$ cat src/rtl/game_mode_arbiter.sv
// game_mode_arbiter: routes one of NUM_MODES game engines to the shared renderer, deferring mode switches until idle.
// Optional GAME_MODE_SYNC_EN: 2-flop synchroniser plus 2-cycle glitch filter on mode_sel.
module game_mode_arbiter #(
    parameter int NUM_MODES = 2,
    parameter int COORD_W = 10,
    parameter int BLANK_CYCLES = 2,
    parameter int DEFAULT_MODE = 0,
    localparam int SEL_W = NUM_MODES > 2 ? $clog2(NUM_MODES) : 1
) (
    input  logic                         clk_25MHZ,
    input  logic                         reset,
    input  logic [SEL_W-1:0]             mode_sel,
    input  logic                         game_start,
    input  logic [NUM_MODES*COORD_W-1:0] ch_ball_x,
    input  logic [NUM_MODES*COORD_W-1:0] ch_ball_y,
    input  logic [NUM_MODES-1:0]         ch_moving_left,
    input  logic [NUM_MODES-1:0]         ch_game_over,
    input  logic [NUM_MODES-1:0]         ch_idle,
    output logic [NUM_MODES-1:0]         ch_enable,
    output logic [NUM_MODES-1:0]         ch_game_start,
    output logic [COORD_W-1:0]           ball_x_out,
    output logic [COORD_W-1:0]           ball_y_out,
    output logic                         is_ball_moving_left,
    output logic                         game_over,
    output logic                         ball_valid,
    output logic [SEL_W-1:0]             active_mode,
    output logic                         switch_busy
);
    typedef enum logic [1:0] {RUN, DRAIN, BLANK} state_t;
    state_t state;
    logic [SEL_W-1:0] target, raw_sel, sel_q;
    logic [7:0] blank_cnt;
    logic [COORD_W-1:0] sel_x, sel_y;
`ifdef GAME_MODE_SYNC_EN
    logic [SEL_W-1:0] sync1, sync2, sync3;
    always_ff @(posedge clk_25MHZ or posedge reset) begin
        if (reset) begin
            sync1 <= '0;
            sync2 <= '0;
            sync3 <= '0;
        end else begin
            sync1 <= mode_sel;
            sync2 <= sync1;
            sync3 <= sync2;
        end
    end
    // an unsettled request reads as "no change"
    assign raw_sel = (sync2 == sync3) ? sync2 : active_mode;
`else
    assign raw_sel = mode_sel;
`endif
    assign sel_q = (32'(raw_sel) < NUM_MODES) ? raw_sel : active_mode;
    assign sel_x = ch_ball_x[32'(active_mode)*COORD_W +: COORD_W];
    assign sel_y = ch_ball_y[32'(active_mode)*COORD_W +: COORD_W];
    assign ch_enable = (state == BLANK) ? '0 : NUM_MODES'(1) << active_mode;
    assign ch_game_start = (state == RUN && !reset && game_start) ? NUM_MODES'(1) << active_mode : '0;
    assign switch_busy = state != RUN;
    always_ff @(posedge clk_25MHZ or posedge reset) begin
        if (reset) begin
            state <= RUN;
            active_mode <= SEL_W'(DEFAULT_MODE);
            target <= SEL_W'(DEFAULT_MODE);
            blank_cnt <= '0;
            ball_x_out <= '0;
            ball_y_out <= '0;
            is_ball_moving_left <= 1'b0;
            game_over <= 1'b0;
            ball_valid <= 1'b0;
        end else begin
            ball_x_out <= (state == BLANK) ? '0 : sel_x;
            ball_y_out <= (state == BLANK) ? '0 : sel_y;
            is_ball_moving_left <= (state != BLANK) && ch_moving_left[active_mode];
            game_over <= (state != BLANK) && ch_game_over[active_mode];
            ball_valid <= state != BLANK;
            case (state)
                RUN: if (sel_q != active_mode) state <= DRAIN;
                DRAIN: begin
                    if (sel_q == active_mode) state <= RUN;
                    else if (ch_idle[active_mode] | ch_game_over[active_mode]) begin
                        target <= sel_q;
                        blank_cnt <= 8'(BLANK_CYCLES - 1);
                        state <= BLANK;
                    end
                end
                BLANK: begin
                    if (blank_cnt == 8'd0) begin
                        active_mode <= target;
                        state <= RUN;
                    end else blank_cnt <= blank_cnt - 8'd1;
                end
                default: state <= RUN;
            endcase
        end
    end
endmodule

$ cat config.mk
export PLATFORM = sky130hd
export DESIGN_NAME = game_mode_arbiter
export DESIGN_NICKNAME = d
export VERILOG_FILES = /design/src/rtl/game_mode_arbiter.sv
export SDC_FILE = /design/constraint.sdc
export NUM_CORES = 1
export LEC_CHECK = 0
export CORE_MARGIN = 1.5
export CORE_UTILIZATION = 40
export CTS_BUF_LIST = sky130_fd_sc_hd__clkbuf_8 sky130_fd_sc_hd__clkbuf_16
export CTS_CLUSTER_DIAMETER = 200
export CTS_CLUSTER_SIZE = 30
export DETAILED_ROUTE_END_ITERATION = 6
export GPL_TIMING_DRIVEN = 0
export PLACE_DENSITY = 0.8
export SLEW_MARGIN = 25
export SYNTH_ARGS = -nofsm -noshare
export SYNTH_HDL_FRONTEND = slang
export SYNTH_SLANG_ARGS = --single-unit
$ cat constraint.sdc
create_clock -name clk_25MHZ -period 1.98 [get_ports clk_25MHZ]
set_input_delay 0.198 -clock clk_25MHZ [delete_from_list [all_inputs] [get_ports clk_25MHZ]]
set_output_delay 0.198 -clock clk_25MHZ [all_outputs]
set_load 0.1 [all_outputs]
==> impl_metrics.py <==
metrics = {
    "route": {
        "antenna_left": 0,
        "drc": 0,
        "routed_wl_um": 3700,
        "via_per_inst": 4.75,
        "drt_first_iter_violations": 14,
        "dr.pass1.iters": 4,
        "vias": 1329,
        "routedWlPerCell_um": 13.2,
    },
    "outcome": {
        "status": "complete, no violations",
    },
    "floorplan": {
        "die_x_um": 66.1,
        "dieArea_um2": 4370,
        "core_um2": 3740,
        "start_util_pct": 42.5,
        "rows": 22,
        "die_h_um": 66.1,
        "num_io_pins": 79,
    },
    "synthesis": {
        "avgSynthCellArea_um2": 11.1,
        "ys_seq_area_share_pct": 55.0,
        "yosys.area.top_type": "dfrtp_1",
        "yosysUniqueCellTypes": 30,
        "synthCells": 144,
        "yosysWarnings": 0,
        "netlist_top_cells_area": "dfrtp_1, mux2i_1, nor2_1, xor2_1, ha_1",
        "yosysTopAreaCellShare_pct": 55.0,
        "yosys_register_bits": 35,
        "netlist_area_um2": 1590,
        "synth_nets": 196,
    },
    "global_route": {
        "met1_usage_pct": 20.7,
        "gr-total-overflow": 0,
        "grt_pass1_vias": 1315,
        "grt_usage_pct": 19.6,
        "antenna_found_initial": 0,
        "grtUsageMet2_pct": 33.9,
        "grt_max_degree": 19,
        "grt_pass1_wl_um": 6120,
        "busiest_layer": "met2",
        "use_met3_pct": 9.88,
    },
    "clock_tree": {
        "cts_sinks": 35,
        "numCtsBuffers": 5,
        "cts_root_buffer": "clkbuf_8",
        "htree_levels": 2,
        "clk_pin_slew_ns": 0.07,
        "clk_path_buf_depth": 2,
        "cts_tree": "yes",
        "clk_latency_ns": 0.29,
    },
    "final_layout": {
        "drive_gt1_share_pct": 12.5,
        "area_growth_pct": 64.3,
        "nets": 283,
        "diodes": 0,
        "fin_area_um2": 2620,
    },
    "worst_setup_path": {
        "criticalPathCategory": "register to output port",
        "slowest_delay_ns": 1.13,
        "reg2reg_from": "active_mode",
        "worst_ep_arrival_time_ns": 1.75,
        "path_max_fanout": 1,
        "crit_chain": "clkdlybuf4s50_1",
        "cp-start-kind": "register",
        "cp_data_required_time_ns": 1.78,
        "path_buf_inv": 1,
        "end_kind": "output port",
        "critical_path.top_delay_family": "buffers and inverters",
        "critPathLaunch": "ball_y_out[8]",
        "cp_slowest_cell": "clkdlybuf4s50_1",
    },
    "timing": {
        "clock.fmax_mhz": 514,
        "slew_headroom_pct": 33.9,
        "worst_pin_slew_ns": 0.990,
        "post-route-period-util_pct": 98.3,
        "setup_viol": 0,
        "rsz0062_at_grt": "no",
        "skew_ns": 0.00705,
        "post-route-min-period_ns": 1.95,
        "finalHoldViolCount": 0,
        "slew_viol_final": 0,
    },
    "min_path": {
        "hold_class": "input port to asynchronous set/reset pin",
    },
    "placement": {
        "postPlaceCellArea_um2": 2480,
        "dp_hpwl_um": 2820,
        "port_buffers": 78,
        "gp_congestion": 0.810,
    },
    "flow_run": {
        "cap_violations": 0,
    },
}
[kinds of logic (layout without fill, tap and decap cells)]
family / count (synthesis) / in the layout / synth area share [%]
AO/OA/AOI/OAI: 9 / 9 / 4.32
XOR/XNOR: 7 / 7 / 3.85
adder cells (fa/ha/maj): 2 / 2 / 1.57
buffers and inverters: 14 / 102 / 4.32
flip-flops: 35 / 35 / 55.0
multiplexers: 25 / 25 / 16.1
AND/OR/NAND/NOR: 52 / 52 / 14.8
[cell usage after synthesis]
cell       count
nand4_1        1
buf_2          1
buf_1          2
nor2_1        34
nor4_1         1
or4_1          1
buf_6          2
inv_1          6
mux2_2         1
o211ai_1       3
mux2i_1       23
and2_4         1
xor2_1         6
dfrtp_1       35
or3_1          1
mux2_4         1
or3b_1         1
o2111ai_1      2
clkbuf_1       3
ha_1           2
nor3_1         5
o311a_1        1
nor3b_1        1
xnor2_1        1
a21oi_1        2
nor4b_1        1
o2bb2ai_1      1
nor2b_1        1
or2_2          1
nand2_1        3
[state kept, by name, indices dropped and copies added, names as in the netlist]
register	flops
active_mode	1
ball_valid	1
ball_x_out	10
ball_y_out	10
blank_cnt	8
game_over	1
is_ball_moving_left	1
state	2
target	1
[timing repair]
item	in CTS	in global routing
hold buffers	0	0
endpoints found under the hold margin	0	0
buffers inserted	1	0
resized for setup	26	21
endpoints found under the setup margin	8	20
gates cloned	1	0
[layout make-up]
type | instances | area (um^2)
fill | 305 | 1130
sequential | 35 | 880
timing repair buffer | 79 | 815
multi-input combinational | 95 | 688
clock buffer | 5 | 68.8
tap | 48 | 60.1
buffer | 8 | 57.6
inverter | 6 | 26.3
clock inverter | 3 | 16.3
timing repair inverter | 1 | 5.00
[per-layer routing]
layer / share of wire, % / vias to the layer above / wire length [um]
met3: 12 / 6 / 442
met4: 1.4 / 0 / 51
li1: - / 655 / -
met2: 50 / 65 / 1840
met1: 37 / 603 / 1360
met5: 0 / - / 0
[cells in the final DEF, fill, tap and decap left out, types with 2 or more instances in the layout]
cell type,n
ha_1,2
nand2_1,3
inv_1,6
clkinvlp_4,2
clkbuf_8,5
clkbuf_4,4
o211ai_1,3
mux2i_1,23
nor2_4,2
clkdlybuf4s50_1,55
dlymetal6s2s_1,15
o2111ai_1,2
dfrtp_1,34
nor3_1,3
nor2_1,32
nor3_4,2
a21oi_1,2
buf_4,3
dlygate4sd2_1,3
buf_6,2
xor2_1,6
[stage by stage]
| step | setup TNS, ns | worst slack [ns] | instances | util, % | hold slack [ns] |
|---|---|---|---|---|---|
| after floorplan | 0 | 0.0142 | 144 | - | 0.149 |
| after global placement | -3.54 | -1.05 | 270 | 66.4 | 0.499 |
| after detailed placement | -3.60 | -1.09 | 270 | 66.4 | 0.505 |
| after CTS | 0 | 0.00220 | 280 | 68.7 | 0.401 |
| after global routing | 0 | 0.000718 | 280 | 69.9 | 0.438 |
| final | 0 | 0.0333 | 280 | 69.9 | 0.392 |
[path summary, 6_finish.rpt]
check | endpoint | cells past startpoint | slack, ns
max in group asynchronous | active_mode | 2 | 1.07
worst min register to register | state[0] | 1 | 0.52
worst max register to register | target | 6 | 0.15
worst min-delay path | ball_y_out[8] | 3 | 0.39
worst max-delay path | ball_y_out[8] | 1 | 0.03
min in group clk_25MHZ | ball_x_out[3] | 3 | 0.51
Power is left out: the tool's default activity adds up to more than one toggle a clock period on the data nets, which glitch-free logic cannot reach.
==> RTL change (same flow settings) <==
The option `GAME_MODE_SYNC_EN` is turned on by a define.
--- a/src/rtl/game_mode_arbiter.sv
+++ b/src/rtl/game_mode_arbiter.sv
@@ -2,2 +2,4 @@
 // Optional GAME_MODE_SYNC_EN: 2-flop synchroniser plus 2-cycle glitch filter on mode_sel.
+`define GAME_MODE_SYNC_EN
+
 module game_mode_arbiter #(
Formal check against the unedited RTL: not equivalent (Yosys sat finds a counterexample within 4 cycles, from zero or initial values and one cycle with reset high).
==> RTL change against the unedited design <==
Sequential cell count rose by 3; critical endpoint is now ball_valid; wire length rose by 12%; global-route usage rose by 0.35 points; setup slack improved by 0.022 ns; synthesized cell count fell by 1.4%; cell count rose by 3.2%; area after synthesis rose by 4.7%; count of clock-buffer cells in the layout did not move; via count rose by 7.1%; utilization fell by 0.13 points; clock skew fell by 0.0031 ns; design area rose by 6.6%; hold slack got worse by 0.048 ns.
Power is not shown: default switching activity piles up to over one toggle a cycle in this logic, so the estimate is an artifact.
==> RTL change: results (changes against the unedited design) <==
[status]
status = complete, no violations

[grt]
grt_pass1_wl_um = 6500  ; +6.2%
grtUsageTotal_pct = 20.0  ; +0.35 points
grt_max_degree = 20  ; +1

[sta]
slew-limit-headroom_pct = 33.8  ; -0.10 points
clock_skew_ns = 0.00392  ; -0.00313 ns
drv_slew = 0  ; unchanged

[synth]
ys_seq_area_share_pct = 57.0  ; +2.0 points
synth_common_cells = dfrtp_1, nor2_1, mux2i_1, inv_1, nor3_1
synthCells = 142  ; -1.4%
syn-num-nets = 194  ; -1.0%
synth_mux_area_share_pct = 14.8  ; -1.3 points
synth_adder_area_share_pct = 1.50  ; -0.071 points
yosysUniqueCellTypes = 37  ; +23%
synth_compound_gate_area_share_pct = 7.05  ; +2.7 points
synth_xor_area_share_pct = 1.58  ; -2.3 points
yosys-top-cells-area = dfrtp_1, mux2i_1, nor2_1

[layout]
drive_gt1_share_pct = 18.4  ; +5.9 points
top_regs = ball_x_out: 10 flops, ball_y_out: 10 flops, blank_cnt: 8 flops
fin_nets = 290  ; +2.5%
fillers = 309  ; +1.3%

[place]
gp_congestion = 0.770  ; -4.9%
hpwl_um = 2920  ; +3.6%

[drt]
vias = 1424  ; +7.1%
routed_wl_um = 4130  ; +12%
routed_wire_length_per_instance_um = 14.3  ; +8.4%
drtIter0Drc = 57  ; +43

[critical_path]
reg2reg_slack_ns = 0.12  ; -0.03 ns
crit_start = ball_valid
rr_worst_depth = 3  ; -3
worstSetupEndpoint = ball_valid
worstReg2RegStart = state[0]
r2r_end = active_mode
critPathArrivalTime_ns = 1.73  ; -0.02 ns

[cts]
clock_path_buffers = 2  ; unchanged

[worst_hold_path]
holdCritPathClass = primary input to flip-flop

## RTL change: per-stage QoR
step	cell area, µm²	hold WS [ns]	worst slack [ns]	util (%)	TNS [ns]
floorplan	1720	0.168	0.00889	-	0
global placement	2560	0.336	-1.19	64.0	-3.45
detailed placement	2560	0.340	-1.19	64.0	-3.45
CTS	2670	0.335	0.00159	66.8	0
global route	2790	0.352	0.00881	69.8	0
finish	2790	0.344	0.0550	69.8	0
## RTL change: kinds of logic after synthesis
kind of cell / Yosys count
and+or+nand+nor: 49
AOI/OAI and AO/OA: 14
DFF: 38
xor gates and xnor gates: 3
adders and majority gates: 2
buffers and inverters: 12
muxes: 24
## RTL change: cell type report
| type | count | share of cell area [%] |
|---|---|---|
| plain buffers | 6 | 1.35 |
| flip-flops and latches | 38 | 34.2 |
| multi-input cells | 92 | 25.5 |
| repair buffers | 87 | 31.5 |
| inverters | 6 | 0.942 |
| well taps | 50 | 2.24 |
| clock buffers | 5 | 2.47 |
| clock inverters | 3 | 1.43 |
| repair inverters | 2 | 0.359 |
## RTL change: routing by layer
metal	routed length, µm	global-route usage (%)	vias to the layer above	share of wire, %
met1	1690	23.3	673	41
met3	438	11.0	6	11
met2	1970	31.6	58	48
li1	-	-	687	-
met5	0	0	-	0
met4	38	5.36	0	0.92
## RTL change: worst min path at each step
stage                   from          end  slack [ns]  cells past startpoint
detailed placement     sync1        sync2        0.34                      0
floorplan              reset  active_mode        0.17                      1
global placement       sync1        sync2        0.34                      0
finish              mode_sel        sync1        0.34                      1
CTS                 mode_sel        sync1        0.34                      1
global route           reset        sync2        0.35                      2
## RTL change: repair_timing
action	in CTS	in global routing
buffers inserted	0	9
hold buffers	0	0
pin swaps	0	0
resized for setup	31	25
hold endpoints to repair	0	0
cloned	2	0
setup endpoints to repair	9	26
